**src/rtl/linear_cordic_div_prenorm.sv**
```systemverilog
// Operand pre-normaliser for the linear CORDIC divide pipeline: folds the sign of X into Y,
// scales X'/Y' into the convergence range one shift per cycle and tracks the post-scale exponent.
module linear_cordic_div_prenorm #(
    parameter int WIDTH   = 16,
    parameter int FRAC    = 14,
    parameter int SHIFT_W = 5
) (
    input  logic               clk,
    input  logic               reset_n,
    input  logic               in_valid,
    output logic               in_ready,
    input  logic [WIDTH-1:0]   in_x,
    input  logic [WIDTH-1:0]   in_y,
    output logic               out_valid,
    input  logic               out_ready,
    output logic [WIDTH-1:0]   out_x,
    output logic [WIDTH-1:0]   out_y,
    output logic [WIDTH-1:0]   out_z,
    output logic [SHIFT_W-1:0] out_shift,
    output logic               out_div0
);

    localparam logic signed [WIDTH-1:0] S_MAX  = {1'b0, {(WIDTH-1){1'b1}}};
    localparam logic signed [WIDTH-1:0] S_MIN  = {1'b1, {(WIDTH-1){1'b0}}};
    localparam logic signed [WIDTH-1:0] ONE    = WIDTH'(1 << FRAC);
    localparam logic signed [WIDTH-1:0] X_LOW  = WIDTH'(1 << (FRAC - 1));

    typedef enum logic [1:0] {
        S_IDLE  = 2'd0,
        S_NORM  = 2'd1,
        S_ISSUE = 2'd2
    } state_t;

    state_t                    state_q;
    logic signed [WIDTH-1:0]   x_q;
    logic signed [WIDTH-1:0]   y_q;
    logic [SHIFT_W-1:0]        k_q;
    logic                      div0_q;
    logic                      out_valid_q;
    logic                      in_ready_q;

    // Negation that maps the one unrepresentable case onto the largest positive value.
    function automatic logic signed [WIDTH-1:0] sat_neg(input logic signed [WIDTH-1:0] v);
        if (v == S_MIN) begin
            return S_MAX;
        end
        return -v;
    endfunction

    // Magnitude widened by one bit so that |S_MIN| is representable.
    function automatic logic signed [WIDTH:0] abs_ext(input logic signed [WIDTH-1:0] v);
        logic signed [WIDTH:0] e;
        e = {v[WIDTH-1], v};
        return (e < 0) ? -e : e;
    endfunction

    logic signed [WIDTH-1:0] in_x_s;
    logic signed [WIDTH-1:0] in_y_s;
    logic signed [WIDTH-1:0] x_d;
    logic signed [WIDTH-1:0] y_d;
    logic signed [WIDTH:0]   y_mag;
    logic signed [WIDTH:0]   x_ext;
    logic                    need_x_shift;
    logic                    need_y_shift;

    assign in_x_s = in_x;
    assign in_y_s = in_y;

    always_comb begin
        x_d = in_x_s;
        y_d = in_y_s;
        if (in_x_s < 0) begin
            x_d = sat_neg(in_x_s);
            y_d = sat_neg(in_y_s);
        end
    end

    assign y_mag        = abs_ext(y_q);
    assign x_ext        = {x_q[WIDTH-1], x_q};
    assign need_x_shift = (x_q < X_LOW);
    assign need_y_shift = (y_mag >= x_ext);

    always_ff @(posedge clk or negedge reset_n) begin
        if (!reset_n) begin
            state_q     <= S_IDLE;
            x_q         <= '0;
            y_q         <= '0;
            k_q         <= '0;
            div0_q      <= 1'b0;
            out_valid_q <= 1'b0;
            in_ready_q  <= 1'b1;
        end else begin
            case (state_q)
                S_IDLE: begin
                    if (in_valid && in_ready_q) begin
                        x_q        <= x_d;
                        y_q        <= y_d;
                        k_q        <= '0;
                        div0_q     <= (in_x_s == '0);
                        in_ready_q <= 1'b0;
                        state_q    <= S_NORM;
                    end
                end
                S_NORM: begin
                    // One shift per cycle; X is brought up first, then Y is brought below X.
                    if (div0_q) begin
                        x_q     <= ONE;
                        y_q     <= '0;
                        k_q     <= '0;
                        state_q <= S_ISSUE;
                    end else if (need_x_shift) begin
                        x_q <= x_q <<< 1;
                        k_q <= k_q + 1'b1;
                    end else if (need_y_shift) begin
                        y_q <= y_q >>> 1;
                        k_q <= k_q + 1'b1;
                    end else begin
                        state_q <= S_ISSUE;
                    end
                end
                S_ISSUE: begin
                    if (!out_valid_q) begin
                        out_valid_q <= 1'b1;
                    end else if (out_ready) begin
                        out_valid_q <= 1'b0;
                        in_ready_q  <= 1'b1;
                        state_q     <= S_IDLE;
                    end
                end
                default: begin
                    state_q     <= S_IDLE;
                    out_valid_q <= 1'b0;
                    in_ready_q  <= 1'b1;
                end
            endcase
        end
    end

    assign in_ready  = in_ready_q;
    assign out_valid = out_valid_q;
    assign out_x     = x_q;
    assign out_y     = y_q;
    assign out_z     = '0;
    assign out_shift = k_q;
    assign out_div0  = div0_q;

endmodule

```
**config.mk**
```make
export PLATFORM = sky130hd
export DESIGN_NAME = linear_cordic_div_prenorm
export DESIGN_NICKNAME = d
export VERILOG_FILES = /design/src/rtl/linear_cordic_div_prenorm.sv
export SDC_FILE = /design/constraint.sdc
export NUM_CORES = 1
export LEC_CHECK = 0
export BUFFER_PORTS_ARGS = -buffer_cell sky130_fd_sc_hd__buf_2
export CAP_MARGIN = 0
export CORE_ASPECT_RATIO = 1.75
export CORE_MARGIN = 2
export CORE_UTILIZATION = 31
export CTS_CLUSTER_DIAMETER = 80
export DETAILED_ROUTE_END_ITERATION = 8
export PLACE_DENSITY_LB_ADDON = 0.3
export SYNTH_ARGS = -nofsm -noshare
export SYNTH_HDL_FRONTEND = slang
export SYNTH_SLANG_ARGS = --single-unit
```
**constraint.sdc**
```tcl
create_clock -name clk -period 10.15 [get_ports clk]
set_clock_uncertainty 0.15 [all_clocks]
set_input_delay 0.5075 -clock clk [delete_from_list [all_inputs] [get_ports clk]]
set_output_delay 0.5075 -clock clk [all_outputs]
set_load 0.02 [all_outputs]
```
==> run_results.csv, run 1 <==
group,metric,value,unit
sta,setup_viol,0,
critical_path,worstPathArrival,4.09,ns
global_route,grt_usage,17.6,%
logic_synthesis,ys_seq_area_share,28.8,%
critical_path,cp_common_cell,"nand3_1",
logic_synthesis,syn_area_per_cell,8.24,um^2
clock_network,numCtsBuffers,5,
clock_network,post_cts_buffers,0,
clock_network,cts-root-buf,"clkbuf_16",
clock_network,clk_pin_slew_worst_paths,0.07,ns
power,total_power,0.380,mW
sta,worstMarginPinSlew,1.09,ns
sta,max_freq,246,MHz
critical_path,path_depth,13,
power,power_density,90.3,nW/um^2
logic_synthesis,synth_edf_count,0,
logic_synthesis,synth_cells,444,
routing,dr_total_vias,3487,
routing,routedWlPerCell,17.2,um
routing,first_iter_violations,199,
flow_run,maxCapViolCount,0,
floorplanning,design.die.area,12700,um^2
floorplanning,initial_utilization,31.8,%
critical_path,crit_chain,"nor3_1, nand2b_1, nor2_1, nand3_1, o21ai_0, xnor2_1, ha_1, a21o_1, a2111o_1, a31oi_1, nand4_1, nand3_1, mux2_2",
clock_network,clockBufferDepth,2,
logic_synthesis,ys.flop_type,"dfrtp_1",
global_route,grt_pass1_vias,3413,
final_layout,drive_above_1_share,20.3,%
sta,whs,0.211,ns
routing,routed_wirelength,11100,um
placement,io_buffers,75,
sta,period_share,40.1,%
logic_synthesis,netlist_area,3660,um^2
critical_path,max_stage_delay,0.66,ns
routing,first_pass_iters,4,
routing,ant_nets,0,
sta,rsz0062_at_grt,"false",
sta,final_max_slew_viol_count,0,
critical_path,critPathBufInv,0,
floorplanning,coreArea,11500,um^2
power,ir_drop,0.0000540,V
critical_path,cp_data_required_time,10.17,ns
clock_network,ctsHoldBuffers,0,
global_route,grt_max_degree,43,
critical_path,start_kind,"register",
worst_hold_path,hold_class,"in -> async",
critical_path,critPathCaptureType,"register",
routing,avgViaCountPerCell,5.42,
run_status,status,"complete, no violations",
clock_network,htreeDepth,2,
logic_synthesis,ys_types,60,
floorplanning,num_io_pins,92,
sta,slew_headroom,26.5,%
sta,finalCriticalPeriod,4.07,ns
clock_network,cts_sinks,42,
sta,hold_viol,0,
floorplanning,die_w,86.1,um
critical_path,reg2reg_depth,13,
global_route,grt_remaining_overflow,0,
final_layout,diodes,0,
global_route,antenna_found_initial,0,
routing,drcViolationCount,0,
placement,dp_hpwl,8790,um
placement,gp_congestion,0.833,
logic_synthesis,synthArstFlopShare,100,%
logic_synthesis,ys.warnings.count,0,
critical_path,worstSetupPathType,"reg -> reg",
clock_network,cts_resized,0,
clock_network,tritoncts,"yes",
final_layout,syn_to_final_growth,15.2,%
final_layout,final_cell_mix,"75 x buf_2, 41 x dfrtp_1, 40 x o21ai_0, 31 x inv_1, 30 x nand2_1",
critical_path,cp_max_fo,15,
logic_synthesis,ys_ff_latch,42,
final_layout,final_common_cell,"buf_2",
critical_path,cp_slowest_cell,"nand3_1",
clock_network,insertion_delay,0.29,ns
global_route,grt_pass1_wl,17500,um
final_layout,nets,564,
critical_path,cpLargestDelayFamily,"simple AND/OR/NAND/NOR gates",
power,p_leak,1.93,nW
floorplanning,rows,52,
floorplanning,die_height,148,um
sta,setup_tns,0,ns
## worst reg2reg max path, delay by kind of cell (launching register included)
family,cells,cell delay [ns]
AO/OA/AOI/OAI,4,1.04
XOR/XNOR,1,0.14
adder cells (fa/ha/maj),1,0.27
flip-flops,1,0.44
multiplexers,1,0.43
AND/OR/NAND/NOR,6,1.48
## power by group
part | internal, mW | leakage [nW] | switching (mW)
clock network | 0.0914 | 0.0708 | 0.0708
logic | 0.0189 | 1.33 | 0.0315
registers | 0.168 | 0.529 | 0.000190
total | 0.278 | 1.93 | 0.102
## metrics by stage
stage / instance area, um^2 / worst slack, ns / util (%) / instances
6_report: 4210 / 6.08 / 36.6 / 643
5_1_grt: 4210 / 5.73 / 36.6 / 643
4_1_cts: 4210 / 6.04 / 36.6 / 643
3_5_place_dp: 4070 / 6.05 / 35.4 / 635
3_3_place_gp: 4070 / 6.12 / 35.4 / 635
2_1_floorplan: 3720 / 6.58 / - / 460
## synthesized netlist by cell type, drive strengths merged (16+ instances only)
library cell	n	area (um^2)
a21oi	25	125
buf	20	145
clkbuf	18	67.6
dfrtp	41	1030
ha	21	263
inv	31	116
nand2	30	113
nand3	21	105
o211ai	16	120
o21ai	43	215
o31ai	18	135
xnor2	26	228
## worst paths after layout
| kind | slack (ns) | endpoint | startpoint |
|---|---|---|---|
| worst max-delay path | 6.08 | out_y[8] | out_y[3] |
| worst min-delay path | 0.21 | out_x[8] | reset_n |
| worst max register to register | 6.08 | out_y[8] | out_y[3] |
| worst min register to register | 0.41 | out_shift[1] | out_shift[1] |
| max in group asynchronous | 9.03 | out_y[1] | reset_n |
| min in group clk | 0.40 | out_x[0] | in_x[0] |
## logic make-up (layout without fill, tap and decap cells)
group | count (synthesis) | in the layout | synth area share (%)
AO/OA/AOI/OAI | 138 | 138 | 24.5
XOR/XNOR | 33 | 33 | 7.90
adder cells (fa/ha/maj) | 21 | 21 | 7.18
buffers and inverters | 69 | 117 | 9.00
flip-flops | 42 | 42 | 28.8
multiplexers | 16 | 16 | 4.76
other | 1 | 17 | 0.103
AND/OR/NAND/NOR | 124 | 124 | 17.8
## state kept, by name, summed over array words and instances (netlist names)
register and count:
in_ready 1, out_shift 5, out_valid 1, out_div0 1, out_x 16, out_y 16, state_q 2
## final cells by class
type / count / area [um^2]
Timing Repair Buffer: 78 / 398
Tap cell: 135 / 169
Sequential cell: 42 / 1050
Clock buffer: 6 / 129
Fill cell: 1217 / 7300
Inverter: 31 / 116
Clock inverter: 2 / 13.8
Multi-Input combinational cell: 349 / 2340
## layer usage
layer | GRT usage, % | share of wire [%] | vias up
li1 | - | - | 1713
met1 | 18.5 | 37 | 1667
met2 | 32.9 | 56 | 82
met3 | 1.68 | 2.6 | 25
met4 | 10.1 | 4.8 | 0
met5 | 0 | 0 | -
(Power assumes the default switching activity.)
==> run 2, diff against run 1 <==
clock period = 3.3 ns   (was 10.15 ns; I/O delays follow)
==> run 2 against run 1 <==
  * The run now ends with setup timing left
  * Combinational power grew to 3.2 times the previous value
  * Global-route usage increased by 0.62 points
  * Maximum frequency up 22%
  * Cell count up 4.0%
  * Critical endpoint unchanged
==> run_results.csv, run 2 (synthesis gave the netlist of run 1 again) <==
group,metric,value,unit
run_status,status,"complete, but fails checks",
run_status,failed_checks,"setup timing",
critical_path,rr_endpoint,"out_y[8]",
placement,dp_hpwl,8900,um
final_layout,fin_area,4630,um^2
routing,drcViolationCount,0,
sta,whs,0.0559,ns
critical_path,start_kind,"register",
floorplanning,die_height,148,um
sta,max_freq,299,MHz
clock_network,clockBufferDepth,2,
critical_path,reg2reg_depth,14,
floorplanning,design.die.area,12700,um^2
final_layout,nets,590,
worst_hold_path,hp-start,"in_x[13]",
clock_network,cts_sinks,42,
critical_path,r2r_slack,-0.05,ns
power,ir_drop,0.000222,V
floorplanning,die_w,86.1,um
final_layout,instances_no_fill,669,
final_layout,final_common_cell,"buf_2",
flow_run,maxCapViolCount,0,
critical_path,critPathCaptureType,"register",
power,p_leak,2.11,nW
final_layout,utilization,40.2,%
routing,dr_total_vias,3627,
floorplanning,initial_utilization,31.8,%
worst_hold_path,holdPathStages,3,
critical_path,worstPathArrival,3.37,ns
global_route,grt_max_degree,43,
routing,ant_nets,0,
critical_path,max_stage_delay,0.42,ns
sta,setup_viol,10,
sta,finalCriticalPeriod,3.35,ns
sta,worstMarginPinSlew,0.979,ns
placement,dpl_cell_area,4280,um^2
critical_path,r2r_start,"out_y[2]",
critical_path,worstSetupPathType,"reg -> reg",
critical_path,crit_chain,"nor3_4, nand2b_1, nor2_4, nand3_2, o21ai_2, xnor2_1, ha_1, a21o_1, a2111o_1, a31oi_4, nand4_1, nand3_2, buf_12, mux2_2",
floorplanning,coreArea,11500,um^2
final_layout,diodes,0,
worst_hold_path,hold_class,"in -> reg",
placement,gp_congestion,0.883,
clock_network,htreeDepth,2,
clock_network,numCtsBuffers,5,
worst_hold_path,whs_endpoint,"out_x[13]",
routing,avgViaCountPerCell,5.42,
floorplanning,rows,52,
sta,fin_ws,-0.0452,ns
routing,first_pass_iters,5,
routing,routedWlPerCell,17.2,um
critical_path,cp_slowest_cell,"dfrtp_2",
power,power_density,268,nW/um^2
floorplanning,num_io_pins,92,
routing,routed_wirelength,11500,um
global_route,grt_pass1_wl,18100,um
placement,dp.cells,655,
final_layout,fill_cells,1190,
critical_path,cp_common_cell,"nand3_2",
placement,io_buffers,75,
clock_network,tritoncts,"yes",
clock_network,cts-root-buf,"clkbuf_16",
final_layout,syn_to_final_growth,26.6,%
final_layout,drive_above_1_share,27.9,%
sta,slew_headroom,34.8,%
final_layout,regArea,1060,um^2
global_route,grt_usage,18.2,%
power,total_power,1.24,mW
sta,period_share,101,%
critical_path,cp_max_fo,14,
sta,hold_viol,0,
final_layout,multi_input_area,2510,um^2
sta,final_max_slew_viol_count,0,
final_layout,final_cell_mix,"75 x buf_2, 38 x dfrtp_1, 35 x o21ai_0, 31 x inv_1, 30 x nand2_1",
global_route,grt_remaining_overflow,0,
global_route,grt_pass1_vias,3664,
clock_network,insertion_delay,0.29,ns
global_route,antenna_found_initial,0,
sta,rsz0062_at_grt,"true",
critical_path,cp_data_required_time,3.32,ns
clock_network,clk_pin_slew_worst_paths,0.06,ns
routing,first_iter_violations,186,
## run 2: cell count changes in the layout (fill, tap and decap cells not counted), moves of 5 or more
cell and change:
mux2_4 +9, o21ai_0 -5, mux2_2 -9, buf_4 +24
## run 2: metrics by stage
step	setup WS, ns	TNS (ns)
after CTS	-0.0649	-0.472
after global placement	-0.0361	-0.190
after global routing	-0.235	-3.60
after floorplan	0.0330	0
final	-0.0452	-0.156
after detailed placement	-0.193	-1.99
## run 2: worst max-delay path, delay by kind of cell (launching register included)
kind,cells,cell delay [ns]
adders and majority gates,1,0.32
muxes,1,0.34
AOI/OAI and AO/OA,4,0.90
and+or+nand+nor,6,0.85
buffers and inverters,1,0.16
xor gates and xnor gates,1,0.09
DFF,1,0.42
## run 2: power breakdown
group	internal (mW)	switching (mW)	leakage [nW]
sequential	0.515	0.000634	0.524
clock	0.357	0.209	0.0771
combinational	0.0614	0.0981	1.51
total	0.934	0.308	2.11
## run 2: layout make-up
cell class              count  area share [%]
well taps                 135            3.65
repair buffers            104            13.1
flip-flops and latches     42            22.8
clock buffers               6            2.78
multi-input cells         349            54.3
clock inverters             2           0.811
inverters                  31            2.51
## run 2: what timing repair did
item	in CTS	in global routing
hold buffers	1	0
resized for setup	8	22
setup endpoints to repair	22	22
gates cloned	0	0
buffers inserted	2	3
hold endpoints to repair	41	0
pin swaps	1	5
## run 2: worst max-delay path by stage
stage,start,endpoint,slack [ns],cells past startpoint
final,out_y[2],out_y[8],-0.05,14
after CTS,out_y[2],out_y[8],-0.06,14
after floorplan,out_y[2],out_y[2],0.03,14
after global placement,out_y[2],out_y[6],-0.04,14
after global routing,out_y[2],out_y[8],-0.23,14
after detailed placement,out_y[2],out_y[12],-0.19,14
## run 2: metal layers
metal / GRT usage [%] / wire length, um
met1: 19.7 / 4190
met2: 33.7 / 6430
met3: 1.73 / 384
met4: 10.0 / 488
met5: 0 / 0
